[config.mk]
export PLATFORM = sky130hd
export DESIGN_NAME = ps2_kbmatrix
export DESIGN_NICKNAME = d
export VERILOG_FILES = /design/src/rtl/ps2_kbmatrix_pkg.sv /design/src/rtl/ps2_z88_keymap.sv /design/src/rtl/ps2_kbmatrix.sv
export SDC_FILE = /design/constraint.sdc
export NUM_CORES = 1
export LEC_CHECK = 0
export ABC_AREA = 1
export BUFFER_PORTS_ARGS = -buffer_cell sky130_fd_sc_hd__buf_2
export CAP_MARGIN = 40
export CORE_MARGIN = 2
export CORE_UTILIZATION = 54
export CTS_CLUSTER_SIZE = 12
export DETAILED_ROUTE_END_ITERATION = 7
export PLACE_DENSITY = 0.77
export RECOVER_POWER = 25
export SLEW_MARGIN = 20
export SYNTH_ARGS = -nofsm -noshare
export SYNTH_HDL_FRONTEND = slang
export SYNTH_SLANG_ARGS = --single-unit
[constraint.sdc]
create_clock -name clk -period 2.2 [get_ports clk]
set_input_delay 0.44 -clock clk [delete_from_list [all_inputs] [get_ports clk]]
set_output_delay 0.44 -clock clk [all_outputs]
set_load 0.03 [all_outputs]
[src/rtl/ps2_kbmatrix_pkg.sv]
// Shared types and constants for the PS/2 to Z88 keyboard matrix front end.
// Holds the receiver FSM states, special scancodes and the keymap entry type.
package ps2_kbmatrix_pkg;

    typedef enum logic [1:0] {
        ST_IDLE,
        ST_RECV,
        ST_CHECK,
        ST_APPLY
    } rx_state_t;

    localparam logic [7:0] CODE_EXT    = 8'hE0;
    localparam logic [7:0] CODE_BRK    = 8'hF0;
    localparam logic [7:0] CODE_PAUSE  = 8'hE1;
    localparam logic [7:0] CODE_ERR0   = 8'h00;
    localparam logic [7:0] CODE_BAT_OK = 8'hAA;
    localparam logic [7:0] CODE_ECHO   = 8'hEE;
    localparam logic [7:0] CODE_ACK    = 8'hFA;
    localparam logic [7:0] CODE_BAT_NG = 8'hFC;
    localparam logic [7:0] CODE_RESEND = 8'hFE;
    localparam logic [7:0] CODE_ERR1   = 8'hFF;

    // Pause emits E1 followed by seven more bytes that carry no key meaning.
    localparam logic [2:0] PAUSE_SKIP = 3'd7;

    typedef struct packed {
        logic       valid;
        logic [2:0] row;
        logic [2:0] col;
    } keymap_entry_t;

    function automatic keymap_entry_t key_at(input logic [2:0] row, input logic [2:0] col);
        keymap_entry_t e;
        e.valid = 1'b1;
        e.row   = row;
        e.col   = col;
        return e;
    endfunction

    function automatic logic is_ignored(input logic [7:0] code);
        return (code == CODE_ERR0)   || (code == CODE_BAT_OK) || (code == CODE_ECHO) ||
               (code == CODE_ACK)    || (code == CODE_BAT_NG) || (code == CODE_RESEND) ||
               (code == CODE_ERR1);
    endfunction

endpackage

[src/rtl/ps2_z88_keymap.sv]
// Combinational scancode-set-2 to Z88 matrix lookup, keyed on {ext, code}.
// Unlisted codes return an invalid entry.
module ps2_z88_keymap
    import ps2_kbmatrix_pkg::*;
(
    input  logic          ext,
    input  logic [7:0]    code,
    output keymap_entry_t entry
);

    always_comb begin
        entry = '0;
        case ({ext, code})
            // Row 7: RShift, Square, Esc, Index, Caps, . / pound
            9'h059: entry = key_at(3'd7, 3'd7);
            9'h011: entry = key_at(3'd7, 3'd6);
            9'h076: entry = key_at(3'd7, 3'd5);
            9'h006: entry = key_at(3'd7, 3'd4);
            9'h058: entry = key_at(3'd7, 3'd3);
            9'h049: entry = key_at(3'd7, 3'd2);
            9'h04A: entry = key_at(3'd7, 3'd1);
            9'h00E: entry = key_at(3'd7, 3'd0);
            // Row 6: Help, LShift, Tab, Diamond, Up, , ; Enter
            9'h005: entry = key_at(3'd6, 3'd7);
            9'h012: entry = key_at(3'd6, 3'd6);
            9'h00D: entry = key_at(3'd6, 3'd5);
            9'h014: entry = key_at(3'd6, 3'd4);
            9'h175: entry = key_at(3'd6, 3'd3);
            9'h041: entry = key_at(3'd6, 3'd2);
            9'h04C: entry = key_at(3'd6, 3'd1);
            9'h05A: entry = key_at(3'd6, 3'd0);
            // Row 5
            9'h054: entry = key_at(3'd5, 3'd7);
            9'h029: entry = key_at(3'd5, 3'd6);
            9'h016: entry = key_at(3'd5, 3'd5);
            9'h015: entry = key_at(3'd5, 3'd4);
            9'h01B: entry = key_at(3'd5, 3'd3);
            9'h01A: entry = key_at(3'd5, 3'd2);
            9'h04B: entry = key_at(3'd5, 3'd1);
            9'h045: entry = key_at(3'd5, 3'd0);
            // Row 4
            9'h05B: entry = key_at(3'd4, 3'd7);
            9'h16B: entry = key_at(3'd4, 3'd6);
            9'h01E: entry = key_at(3'd4, 3'd5);
            9'h01D: entry = key_at(3'd4, 3'd4);
            9'h01C: entry = key_at(3'd4, 3'd3);
            9'h022: entry = key_at(3'd4, 3'd2);
            9'h03A: entry = key_at(3'd4, 3'd1);
            9'h04D: entry = key_at(3'd4, 3'd0);
            // Row 3
            9'h04E: entry = key_at(3'd3, 3'd7);
            9'h174: entry = key_at(3'd3, 3'd6);
            9'h026: entry = key_at(3'd3, 3'd5);
            9'h024: entry = key_at(3'd3, 3'd4);
            9'h023: entry = key_at(3'd3, 3'd3);
            9'h021: entry = key_at(3'd3, 3'd2);
            9'h042: entry = key_at(3'd3, 3'd1);
            9'h046: entry = key_at(3'd3, 3'd0);
            // Row 2
            9'h055: entry = key_at(3'd2, 3'd7);
            9'h172: entry = key_at(3'd2, 3'd6);
            9'h025: entry = key_at(3'd2, 3'd5);
            9'h02D: entry = key_at(3'd2, 3'd4);
            9'h02B: entry = key_at(3'd2, 3'd3);
            9'h02A: entry = key_at(3'd2, 3'd2);
            9'h03B: entry = key_at(3'd2, 3'd1);
            9'h044: entry = key_at(3'd2, 3'd0);
            // Row 1: Menu sits on F3
            9'h05D: entry = key_at(3'd1, 3'd7);
            9'h004: entry = key_at(3'd1, 3'd6);
            9'h02E: entry = key_at(3'd1, 3'd5);
            9'h02C: entry = key_at(3'd1, 3'd4);
            9'h034: entry = key_at(3'd1, 3'd3);
            9'h032: entry = key_at(3'd1, 3'd2);
            9'h03C: entry = key_at(3'd1, 3'd1);
            9'h043: entry = key_at(3'd1, 3'd0);
            // Row 0: Del on Backspace
            9'h066: entry = key_at(3'd0, 3'd7);
            9'h052: entry = key_at(3'd0, 3'd6);
            9'h036: entry = key_at(3'd0, 3'd5);
            9'h035: entry = key_at(3'd0, 3'd4);
            9'h033: entry = key_at(3'd0, 3'd3);
            9'h031: entry = key_at(3'd0, 3'd2);
            9'h03D: entry = key_at(3'd0, 3'd1);
            9'h03E: entry = key_at(3'd0, 3'd0);
            default: entry = '0;
        endcase
    end

endmodule

[src/rtl/ps2_kbmatrix.sv]
// PS/2 keyboard receiver driving the active-low 64-bit Z88 keyboard matrix.
// Synchronise and filter the pins, assemble 11-bit frames, then decode prefixes and keys.
module ps2_kbmatrix
    import ps2_kbmatrix_pkg::*;
#(
    parameter int FILTER_LEN     = 8,
    parameter int TIMEOUT_CYCLES = 100000
) (
    input  logic        clk,
    input  logic        reset,
    input  logic        ps2clk,
    input  logic        ps2dat,
    output logic [63:0] kbmatrix,
    output logic [7:0]  ps2key,
    output logic        key_strobe,
    output logic        frame_err
);

    localparam int FW = $clog2(FILTER_LEN + 1);
    localparam int TW = $clog2(TIMEOUT_CYCLES + 1);
    localparam logic [FW-1:0] FILT_LAST   = FW'(FILTER_LEN - 1);
    localparam logic [TW-1:0] TIMEOUT_MAX = TW'(TIMEOUT_CYCLES);

    // Bit 1 carries ps2clk, bit 0 carries ps2dat through every stage.
    logic [1:0]    pin_p0, pin_p1;
    logic [1:0]    line_p2, line_p3;
    logic [FW-1:0] filt_cnt [2];

    rx_state_t     state;
    logic [3:0]    bit_cnt;
    logic [TW-1:0] tcnt;
    logic [10:0]   frame_sr;
    logic          ext, brk;
    logic [2:0]    skip_cnt;

    logic          fall;
    logic          dat_f;
    logic [7:0]    code;
    logic          frame_ok;
    keymap_entry_t entry;

    // p0/p1: two-flop synchroniser; p2: filtered lines; p3: previous filtered lines
    always_ff @(posedge clk) begin
        if (reset) begin
            pin_p0      <= 2'b11;
            pin_p1      <= 2'b11;
            line_p2     <= 2'b11;
            line_p3     <= 2'b11;
            filt_cnt[0] <= '0;
            filt_cnt[1] <= '0;
        end else begin
            pin_p0  <= {ps2clk, ps2dat};
            pin_p1  <= pin_p0;
            line_p3 <= line_p2;
            for (int i = 0; i < 2; i++) begin
                if (pin_p1[i] == line_p2[i]) begin
                    filt_cnt[i] <= '0;
                end else if (filt_cnt[i] == FILT_LAST) begin
                    line_p2[i]  <= pin_p1[i];
                    filt_cnt[i] <= '0;
                end else begin
                    filt_cnt[i] <= filt_cnt[i] + FW'(1);
                end
            end
        end
    end

    assign fall  = line_p3[1] & ~line_p2[1];
    assign dat_f = line_p2[0];
    assign code  = frame_sr[8:1];

    // Start bit low, stop bit high, and odd parity across data plus parity bit.
    assign frame_ok = ~frame_sr[0] & frame_sr[10] & (^frame_sr[9:1]);

    ps2_z88_keymap u_keymap (
        .ext   (ext),
        .code  (code),
        .entry (entry)
    );

    // Frame shift register: bits enter at the top and settle LSB-first.
    always_ff @(posedge clk) begin
        if (fall && (state == ST_IDLE || state == ST_RECV)) begin
            frame_sr <= {dat_f, frame_sr[10:1]};
        end
    end

    always_ff @(posedge clk) begin
        if (reset) begin
            state      <= ST_IDLE;
            bit_cnt    <= '0;
            tcnt       <= '0;
            ext        <= 1'b0;
            brk        <= 1'b0;
            skip_cnt   <= '0;
            kbmatrix   <= '1;
            ps2key     <= 8'h00;
            key_strobe <= 1'b0;
            frame_err  <= 1'b0;
        end else begin
            key_strobe <= 1'b0;
            frame_err  <= 1'b0;

            if (fall) begin
                tcnt <= '0;
            end else if (state == ST_RECV) begin
                tcnt <= tcnt + TW'(1);
            end

            case (state)
                ST_IDLE: begin
                    if (fall && !dat_f) begin
                        state   <= ST_RECV;
                        bit_cnt <= 4'd1;
                    end
                end
                ST_RECV: begin
                    if (fall) begin
                        bit_cnt <= bit_cnt + 4'd1;
                        if (bit_cnt == 4'd10) begin
                            state <= ST_CHECK;
                        end
                    end else if (tcnt == TIMEOUT_MAX) begin
                        frame_err <= 1'b1;
                        state     <= ST_IDLE;
                    end
                end
                ST_CHECK: begin
                    if (frame_ok) begin
                        state <= ST_APPLY;
                    end else begin
                        frame_err <= 1'b1;
                        ext       <= 1'b0;
                        brk       <= 1'b0;
                        state     <= ST_IDLE;
                    end
                end
                ST_APPLY: begin
                    ps2key     <= code;
                    key_strobe <= 1'b1;
                    state      <= ST_IDLE;
                    if (skip_cnt != 3'd0) begin
                        skip_cnt <= skip_cnt - 3'd1;
                    end else if (code == CODE_EXT) begin
                        ext <= 1'b1;
                    end else if (code == CODE_BRK) begin
                        brk <= 1'b1;
                    end else if (code == CODE_PAUSE) begin
                        skip_cnt <= PAUSE_SKIP;
                    end else if (!is_ignored(code)) begin
                        // Active-low matrix: a make drives the bit to 0, a break to 1.
                        if (entry.valid) begin
                            kbmatrix[{entry.row, entry.col}] <= brk;
                        end
                        ext <= 1'b0;
                        brk <= 1'b0;
                    end
                end
                default: state <= ST_IDLE;
            endcase
        end
    end

endmodule

After elaboration in Yosys (flattened, before gate mapping)
Memories as Yosys holds them, arrays and structs flattened.
Cells that the tools add are included.
- $add $sub $neg: 5
- $lt $le $gt $ge: 2
- equality and inequality tests: 96
- mux-type cells: 63
- bitwise logic cells: 18
- reductions and logical operators: 27
- operators with widths (operator ; count):
    $pmux 7 s64 ; 1
    $eq 9x6->1 const B ; 23
    $eq 9x7->1 const B ; 22
    $eq 9x5->1 const B ; 10
    $eq 8x8->1 const B ; 9
    $bwmux 64 ; 1
    $mux 1 ; 38
    $eq 9x9->1 const B ; 4
    $mux 4 ; 8
    $eq 9x3->1 const B ; 3
    $eq 9x4->1 const B ; 2
    $add 17x1->17 const B ; 1
    $eq 17x17->1 const B ; 1
    $ne 3x3->1 const B ; 5
    $add 4x1->4 const B ; 3
    $mux 3 ; 4
    $ne 2x2->1 const B ; 6
    $reduce_and 6->1 ; 2
    $mux 2 ; 5
    $not 1->1 ; 9
    $reduce_xor 9->1 ; 1
    $eq 4x3->1 const B ; 2
    $logic_not 8->1 ; 1
    $pmux 2 s4 ; 1
    other kinds (25) ; 49
- register bits: 121
- RAM bits: 8
- input bits: 4
- output and inout port bits: 74
- memories kept: 1
- memory list (memory ; words ; bits a word ; read ports ; clocked after Yosys merged registers in ; wr ports ; RTL line ; RTL):
    filt_cnt ; 2 ; 4 ; 2 ; 0 ; 2 ; ps2_kbmatrix.sv:27 ; logic [FW-1:0] filt_cnt [2];

Depth between registers and ports, before layout
Gate-level depths: netlist (run 1).
- depth after elaboration: 13
- gate-level depth with buffers: 18

By module
From an unflattened synthesis (run 1), not the netlist that was laid out.
- cell total of the unflattened synthesis: 1017
- area total of the unflattened synthesis: 7277.0 um^2
- modules (own cells, without submodules) (module ; times used ; cells each ; area an instance (um^2) ; seq. area each (um^2)):
    ps2_kbmatrix ; 1 ; 768 ; 6180.9 ; 2752.6
    ps2_z88_keymap ; 1 ; 249 ; 1096.1 ; 0.0

Worst setup path before layout (run 1)
OpenSTA, ideal clock, no wires.
- kind: flip-flop to flip-flop
- start: register frame_sr[8]
- end: register kbmatrix[32]
- arrival: 2.199 ns
- path slack: -0.133 ns
- stages on the path, launching flop included: 19
- period minus slack after synthesis: 2.333 ns
- cell sequence: edfxtp_1 > inv_1 > ha_1 > buf_2 > nand2_1 > nor2_2 > nand2_1 > nand2_1 > nor2_1 > nand2_1 > nor2_2 > nand2_2 > nor2_1 > nor2_1 > buf_6 > buf_2 > nand2_1 > nand2_1 > nand3_1
- cells in the longest elaborated chain, start to end: 9
- ends and longest elaborated chain (what ; RTL line ; RTL):
    from (decl) ; ps2_kbmatrix.sv:32 ; logic [10:0] frame_sr;
    from (signal assigned) ; ps2_kbmatrix.sv:84 ; frame_sr <= {dat_f, frame_sr[10:1]};
    parallel branches: the longest is 9 deep, another holds $lt 6x7->1 ; n/a ;
    to (signal, indexed assignment) ; ps2_kbmatrix.sv:153 ; kbmatrix[{entry.row, entry.col}] <= brk;
    to (decl) ; ps2_kbmatrix.sv:13 ; output logic [63:0] kbmatrix,
Parallel ways; which one is timed is not known.
A chain may end at the register's enable or synchronous reset.

Worst setup path after layout (run 1)
- start: register frame_sr[6]
- end: register kbmatrix[23]
The elaborated chain is that of the path after synthesis.

==> summary.txt, run 1 <==
vias per cell = 6.47
final WL = 33.2 mm
H-tree Lvls = 4
layout net count = 1,370
Pre-Repair DR Iteration Count = 8
leading area contributor after synthesis = dfxtp_1
post-synth cell types = 36
dpl hpwl = 14.3 mm
CP startpoint = frame_sr[6]
EDFF count, synth = 19
DRC = 27
Worst setup EP type = register
Mapped Avg Cell Area = 6.56 um2
Reg clk slew, reported paths = 0.06 ns
clk sinks = 128
launch point of the worst reg-to-reg path = frame_sr[6]
post-synthesis sequential area ratio = 38.0%
power per standard cell area = 488 nW/um2
Longest Clk Path Bufs = 2
core area = 13,200 um2
fin. max-slew vios = 0
area fraction of the dominant cell type after synthesis = 30.1%
final antenna-violating net count = 0
Worst EP required = 2.51 ns
max_cap viols = 0
Storage cell area = 2750 um2
most frequent cell after synthesis = nand2_1
Die Y-Extent = 120 um
synth warn = 0
failing checks = DRC, setup timing
Primary FF master, synth = dfxtp_1
area of the multi-input gates = 5180 um2
FF-to-FF End = kbmatrix[23]
largest net degree at the start of global routing = 82
fmax = 324 MHz
I/O Buffers = 77
synth-to-layout area growth = 52.9%
Final TNS setup = -47.86 ns
final worst slack = -0.885 ns
VDD IR max = 0.519 mV
worst reg2reg setup slack = -0.88 ns
Pwr Total = 0.00540 W
Post-synth top cells = nand2_1 (310), nand3_1 (211), nor2_1 (165)
Num CTS Buffers = 17
placer congestion estimate = 1.00
WP data arrival = 3.39 ns
GRT Util Overall = 34.1%
worst hold-check path type = in -> reg
fill count = 625
Crit Path Max Fanout = 8
CTS tree = built
Starting Density = 54.9%
num ports = 78
DRT iter0 DRCs = 2,054
status = finished, violations left
root buffer cell = clkbuf_16
part of the cycle the worst path needs = 140%
initial antenna violation count = 0
flops & latches, synth = 128
Netlist Area Pre-Place = 7240 um2
Lkg Pwr = 5.31 nW
# diodes = 0
FFs w/ async S/R, synth = 0%
row count = 42
RSZ-0062 raised after global routing = yes
clk_skew = 0.0121 ns
die area = 14,300 um2
CP endpoint = kbmatrix[23]
Reg2Reg Depth = 17
grt ovf = 0
global-route wire length before repair = 39.3 mm
Chip Width = 120 um
hold slack final = 0.190 ns
layout cell share with drive strength beyond 1 = 39.2%
Worst Setup Start Kind = register
actual slew at the worst max-slew pin = 0.587 ns
Slew HR = 60.9%
worst-skew pair later-pin latency = 0.44 ns
vias in the first global route = 8,173
final instance area = 11,100 um2
Vias = 9,871
Placed Instance Area = 8640 um2
routed len/inst = 21.8 um
top post-synthesis cells by area = dfxtp_1 (30%), nand2_1 (16%), nand3_1 (15%)
Setup violations, final = 69
Fin. Hold Viols = 0
cells after synthesis = 1,104
Final min period = 3.08 ns
CP Class = reg -> reg
==> how the worst min path moves through the flow <==
stage	startpoint	endpoint	slack, ns	cells past startpoint
4_1_cts	ps2clk	pin_p0[1]	0.19	2
2_1_floorplan	pin_p0[0]	pin_p1[0]	0.39	1
6_report	ps2clk	pin_p0[1]	0.19	2
3_3_place_gp	pin_p0[0]	pin_p1[0]	0.39	1
5_1_grt	ps2clk	pin_p0[1]	0.19	2
3_5_place_dp	pin_p0[0]	pin_p1[0]	0.39	1
==> through the flow <==
stage,utilization [%],cells,setup slack [ns]
floorplan,-,1111,-0.0143
global placement,65.5,1431,-0.440
detailed placement,65.5,1431,-0.481
CTS,78.8,1501,-0.267
global route,83.9,1526,-0.911
finish,83.9,1526,-0.885
==> critical path, cell delays in order (launching register included) <==
cell,delay (ns)
edfxtp_1,0.51
buf_4,0.20
ha_4,0.19
nand2_4,0.11
inv_1,0.09
nand2_1,0.13
buf_4,0.13
nand3_2,0.19
inv_2,0.13
nand2_1,0.22
nor2_4,0.19
nand2_4,0.12
buf_4,0.19
nor2_4,0.15
buf_12,0.14
nand3_1,0.09
nand2_1,0.11
nand3_1,0.08
==> cells in the final DEF (no fill, tap or decap), types with 2 or more instances in the layout <==
cell	instances
inv_2	19
nor2_1	96
nor3_2	2
ha_4	14
or2_2	6
clkbuf_1	3
nand3_1	178
nand3_2	21
nor3_1	8
nand2_2	65
o211ai_1	2
buf_4	125
edfxtp_1	19
inv_4	7
nand4_1	16
buf_16	2
a21oi_2	2
clkbuf_16	19
conb_1	8
nor2_4	41
dfxtp_1	108
nand2_1	222
a21oi_1	34
inv_1	71
o21ai_0	23
nor3b_1	2
clkinv_2	3
buf_6	23
nand3_4	12
buf_2	77
nor2_2	38
buf_12	14
xor2_1	7
ha_1	13
nand2_4	26
o21ai_2	2
==> registers in the layout, summed over array words and instances, names as in the netlist, 3 cells and up <==
register  flops
bit_cnt       4
filt_cnt      8
frame_sr     11
kbmatrix     64
ps2key        8
skip_cnt      3
tcnt         17
==> cell families after synthesis <==
logic type | count (synthesis) | share of synthesized area (%)
buffers and inverters | 131 | 7.33
and+or+nand+nor | 739 | 43.7
adders and majority gates | 28 | 4.84
DFF | 128 | 38.0
other | 1 | 0.0518
xor gates and xnor gates | 9 | 1.09
AOI/OAI and AO/OA | 68 | 4.93
==> what timing repair did <==
item / 4_1_cts / 5_1_grt
gates resized for setup: 212 / 128
setup endpoints to repair: 64 / 72
setup buffers: 33 / 26
hold buffers: 0 / 0
gates cloned: 6 / 1
pin swaps: 43 / 48
hold endpoints to repair: 0 / 0
==> metal layers <==
metal,global-route usage [%],share of wire (%)
met1,41.2,34
met2,57.3,43
met3,7.65,13
met4,16.9,9.6
met5,0,0
==> power breakdown <==
group | switching (W) | internal (W) | leakage, nW
Sequential | 0.0000150 | 0.00239 | 1.07
Combinational | 0.000156 | 0.0000888 | 3.97
Clock | 0.00111 | 0.00164 | 0.276
==> cell type report <==
cell class	count	area share (%)
clock buffers	22	4.30
clock inverters	9	0.746
inverters	95	3.33
multi-input cells	852	46.8
flip-flops and latches	128	24.9
well taps	176	1.99
repair buffers	244	18.0
(Power assumes the default switching activity.)
==> run 2: changes to the inputs <==
- CELL_PAD_IN_SITES_DETAIL_PLACEMENT: default -> 0
- CELL_PAD_IN_SITES_GLOBAL_PLACEMENT: default -> 2
- CORE_UTILIZATION: 54 -> 29
- MAX_ROUTING_LAYER: default -> met4
- PLACE_DENSITY: 0.77 -> default
- PLACE_DENSITY_LB_ADDON: default -> 0.1
- SETUP_SLACK_MARGIN: default -> 0.15
==> summary.txt, run 2 (synthesis gave the netlist of run 1 again) <==
status = finished, violations left
failing checks = setup timing
max_cap viols = 0 (unchanged)
part of the cycle the worst path needs = 116% (-24 points)
layout net count = 1,389 (+1.4%)
placed instance count = 1,602 (+12%)
Worst Setup Start Kind = register
worst-skew pair later-pin latency = 0.44 ns (about the same)
CP Class = reg -> reg
final WL = 25.9 mm (-22%)
row count = 57 (+36%)
Setup violations, final = 65 (-5.8%)
vias in the first global route = 7,892 (-3.4%)
Vias = 8,026 (-19%)
Worst EP required = 2.51 ns (about the same)
global-route wire length before repair = 42.0 mm (+6.9%)
DRT iter0 DRCs = 512 (-75%)
Die Y-Extent = 162 um (+35%)
VDD IR max = 0.355 mV (-31%)
Longest Clk Path Bufs = 2 (unchanged)
final non-filler cell total = 1,694 (+11%)
hold slack final = 0.176 ns (-0.0136 ns)
synth-to-layout area growth = 62.0%
worst hold-check path type = in -> reg
GR Layer Usage met1 = 27.4% (-14 points)
Reg clk slew, reported paths = 0.07 ns (about the same)
Lkg Pwr = 5.48 nW (+3.1%)
GRT Util Overall = 20.9% (-13 points)
core area = 24,400 um2 (+85%)
Starting Density = 29.7% (-25 points)
grt met3 use = 3.04% (-4.6 points)
launch point of the worst reg-to-reg path = frame_sr[5]
power per standard cell area = 478 nW/um2 (-1.9%)
fmax = 392 MHz (+21%)
initial antenna violation count = 0 (unchanged)
die area = 26,200 um2 (+83%)
dpl hpwl = 17.5 mm (+22%)
Worst setup EP type = register
Num CTS Buffers = 17 (unchanged)
largest net degree at the start of global routing = 71 (-13%)
final antenna-violating net count = 0 (unchanged)
placer congestion estimate = 0.854 (-15%)
Final min period = 2.55 ns (-0.534 ns)
busiest grt layer = met2
Reg with most FFs = kbmatrix
WP data arrival = 2.86 ns (-0.53 ns)
Pre-Repair DR Iteration Count = 5 (-3)
grt ovf = 0 (unchanged)
Crit Path Max Fanout = 8 (unchanged)
most common cell after layout, fill and taps aside = nand2_1
fin. max-slew vios = 0 (unchanged)
Chip Width = 162 um (+35%)
Fin. Hold Viols = 0 (unchanged)
I/O Buffers = 77 (unchanged)
CP startpoint = frame_sr[5]
CTS tree = built
final worst slack = -0.351 ns (+0.534 ns)
RSZ-0062 raised after global routing = yes
vias per cell = 4.74 (-27%)
Pwr Total = 0.00561 W (+3.9%)
# diodes = 0 (unchanged)
num ports = 78 (unchanged)
clk sinks = 128 (unchanged)
Hold Startpoint = ps2dat
Final TNS setup = -19.14 ns (+28.73 ns)
H-tree Lvls = 4 (unchanged)
GR Layer Usage met2 = 33.5% (-24 points)
root buffer cell = clkbuf_16
routed len/inst = 15.3 um (-30%)
layout cell share with drive strength beyond 1 = 41.4% (+2.2 points)
Largest register FFs = 64 (unchanged)
biggest regs = kbmatrix x64, tcnt x17, frame_sr x11
clk_skew = 0.0261 ns (+0.0140 ns)
most frequent cells in the layout = nand2_1 (230), nand3_1 (164), buf_4 (113), dfxtp_1 (106), nor2_1 (86)
DRC = 0 (-100%)
run 2: cell count changes in the layout (fill, tap and decap cells not counted), sizes merged:
cell and change:
bufbuf -1, buf +15, clkinv -1, inv +7
run 2: timing repair:
item / CTS / global route
pin swaps: 66 / 99
setup buffers: 39 / 13
gates resized for setup: 238 / 150
hold buffers: 0 / 0
endpoints found under the setup margin: 69 / 76
cloned: 8 / 0
run 2: final cells by class:
cell class	count	area (um2)
clock inverter	15	181
sequential	128	2760
clock buffer	17	425
fill	2481	12700
inverter	95	369
multi-input combinational	852	5360
tap	324	405
timing repair buffer	263	2230
run 2: worst paths after layout:
path                                     end  cells after the start  slack (ns)
worst min-delay path               pin_p0[0]                      2        0.18
worst max-delay path            kbmatrix[42]                     19       -0.35
worst max register to register  kbmatrix[42]                     19       -0.35
worst min register to register     pin_p1[1]                      1        0.41
run 2: report_power, final:
group          internal [W]  switching (W)  total (W)  leakage (nW)
clock network       0.00164        0.00133    0.00296         0.296
registers           0.00239      0.0000137    0.00240          1.07
logic             0.0000930       0.000151   0.000244          4.11
run 2: layer usage:
metal,part of all wire [%],routed length (um)
met1,47,12300
met2,49,12600
met3,2.5,641
met4,1.4,359
met5,0,0
run 2: worst max-delay path, stage by stage (launching register included):
cell and delay, ns:
edfxtp_1 0.46, buf_6 0.16, ha_4 0.17, nand2_4 0.07, nor2_4 0.04, buf_12 0.14, buf_6 0.11, nand2_4 0.05
nand2_2 0.06, nor2_4 0.10, nand2_4 0.07, nor2_4 0.19, nand2_4 0.09, nor2_4 0.13, nor2_4 0.05, buf_6 0.13
buf_6 0.12, buf_16 0.14, nand4_1 0.06, nand3_1 0.06
run 2: stage by stage:
stage | utilization (%) | setup WS (ns) | cell area [um2]
floorplan | - | -0.00407 | 7440
global placement | 37.0 | -0.653 | 9040
global route | 48.1 | -0.481 | 11700
CTS | 45.3 | -0.329 | 11000
finish | 48.1 | -0.351 | 11700
detailed placement | 37.0 | -0.675 | 9040
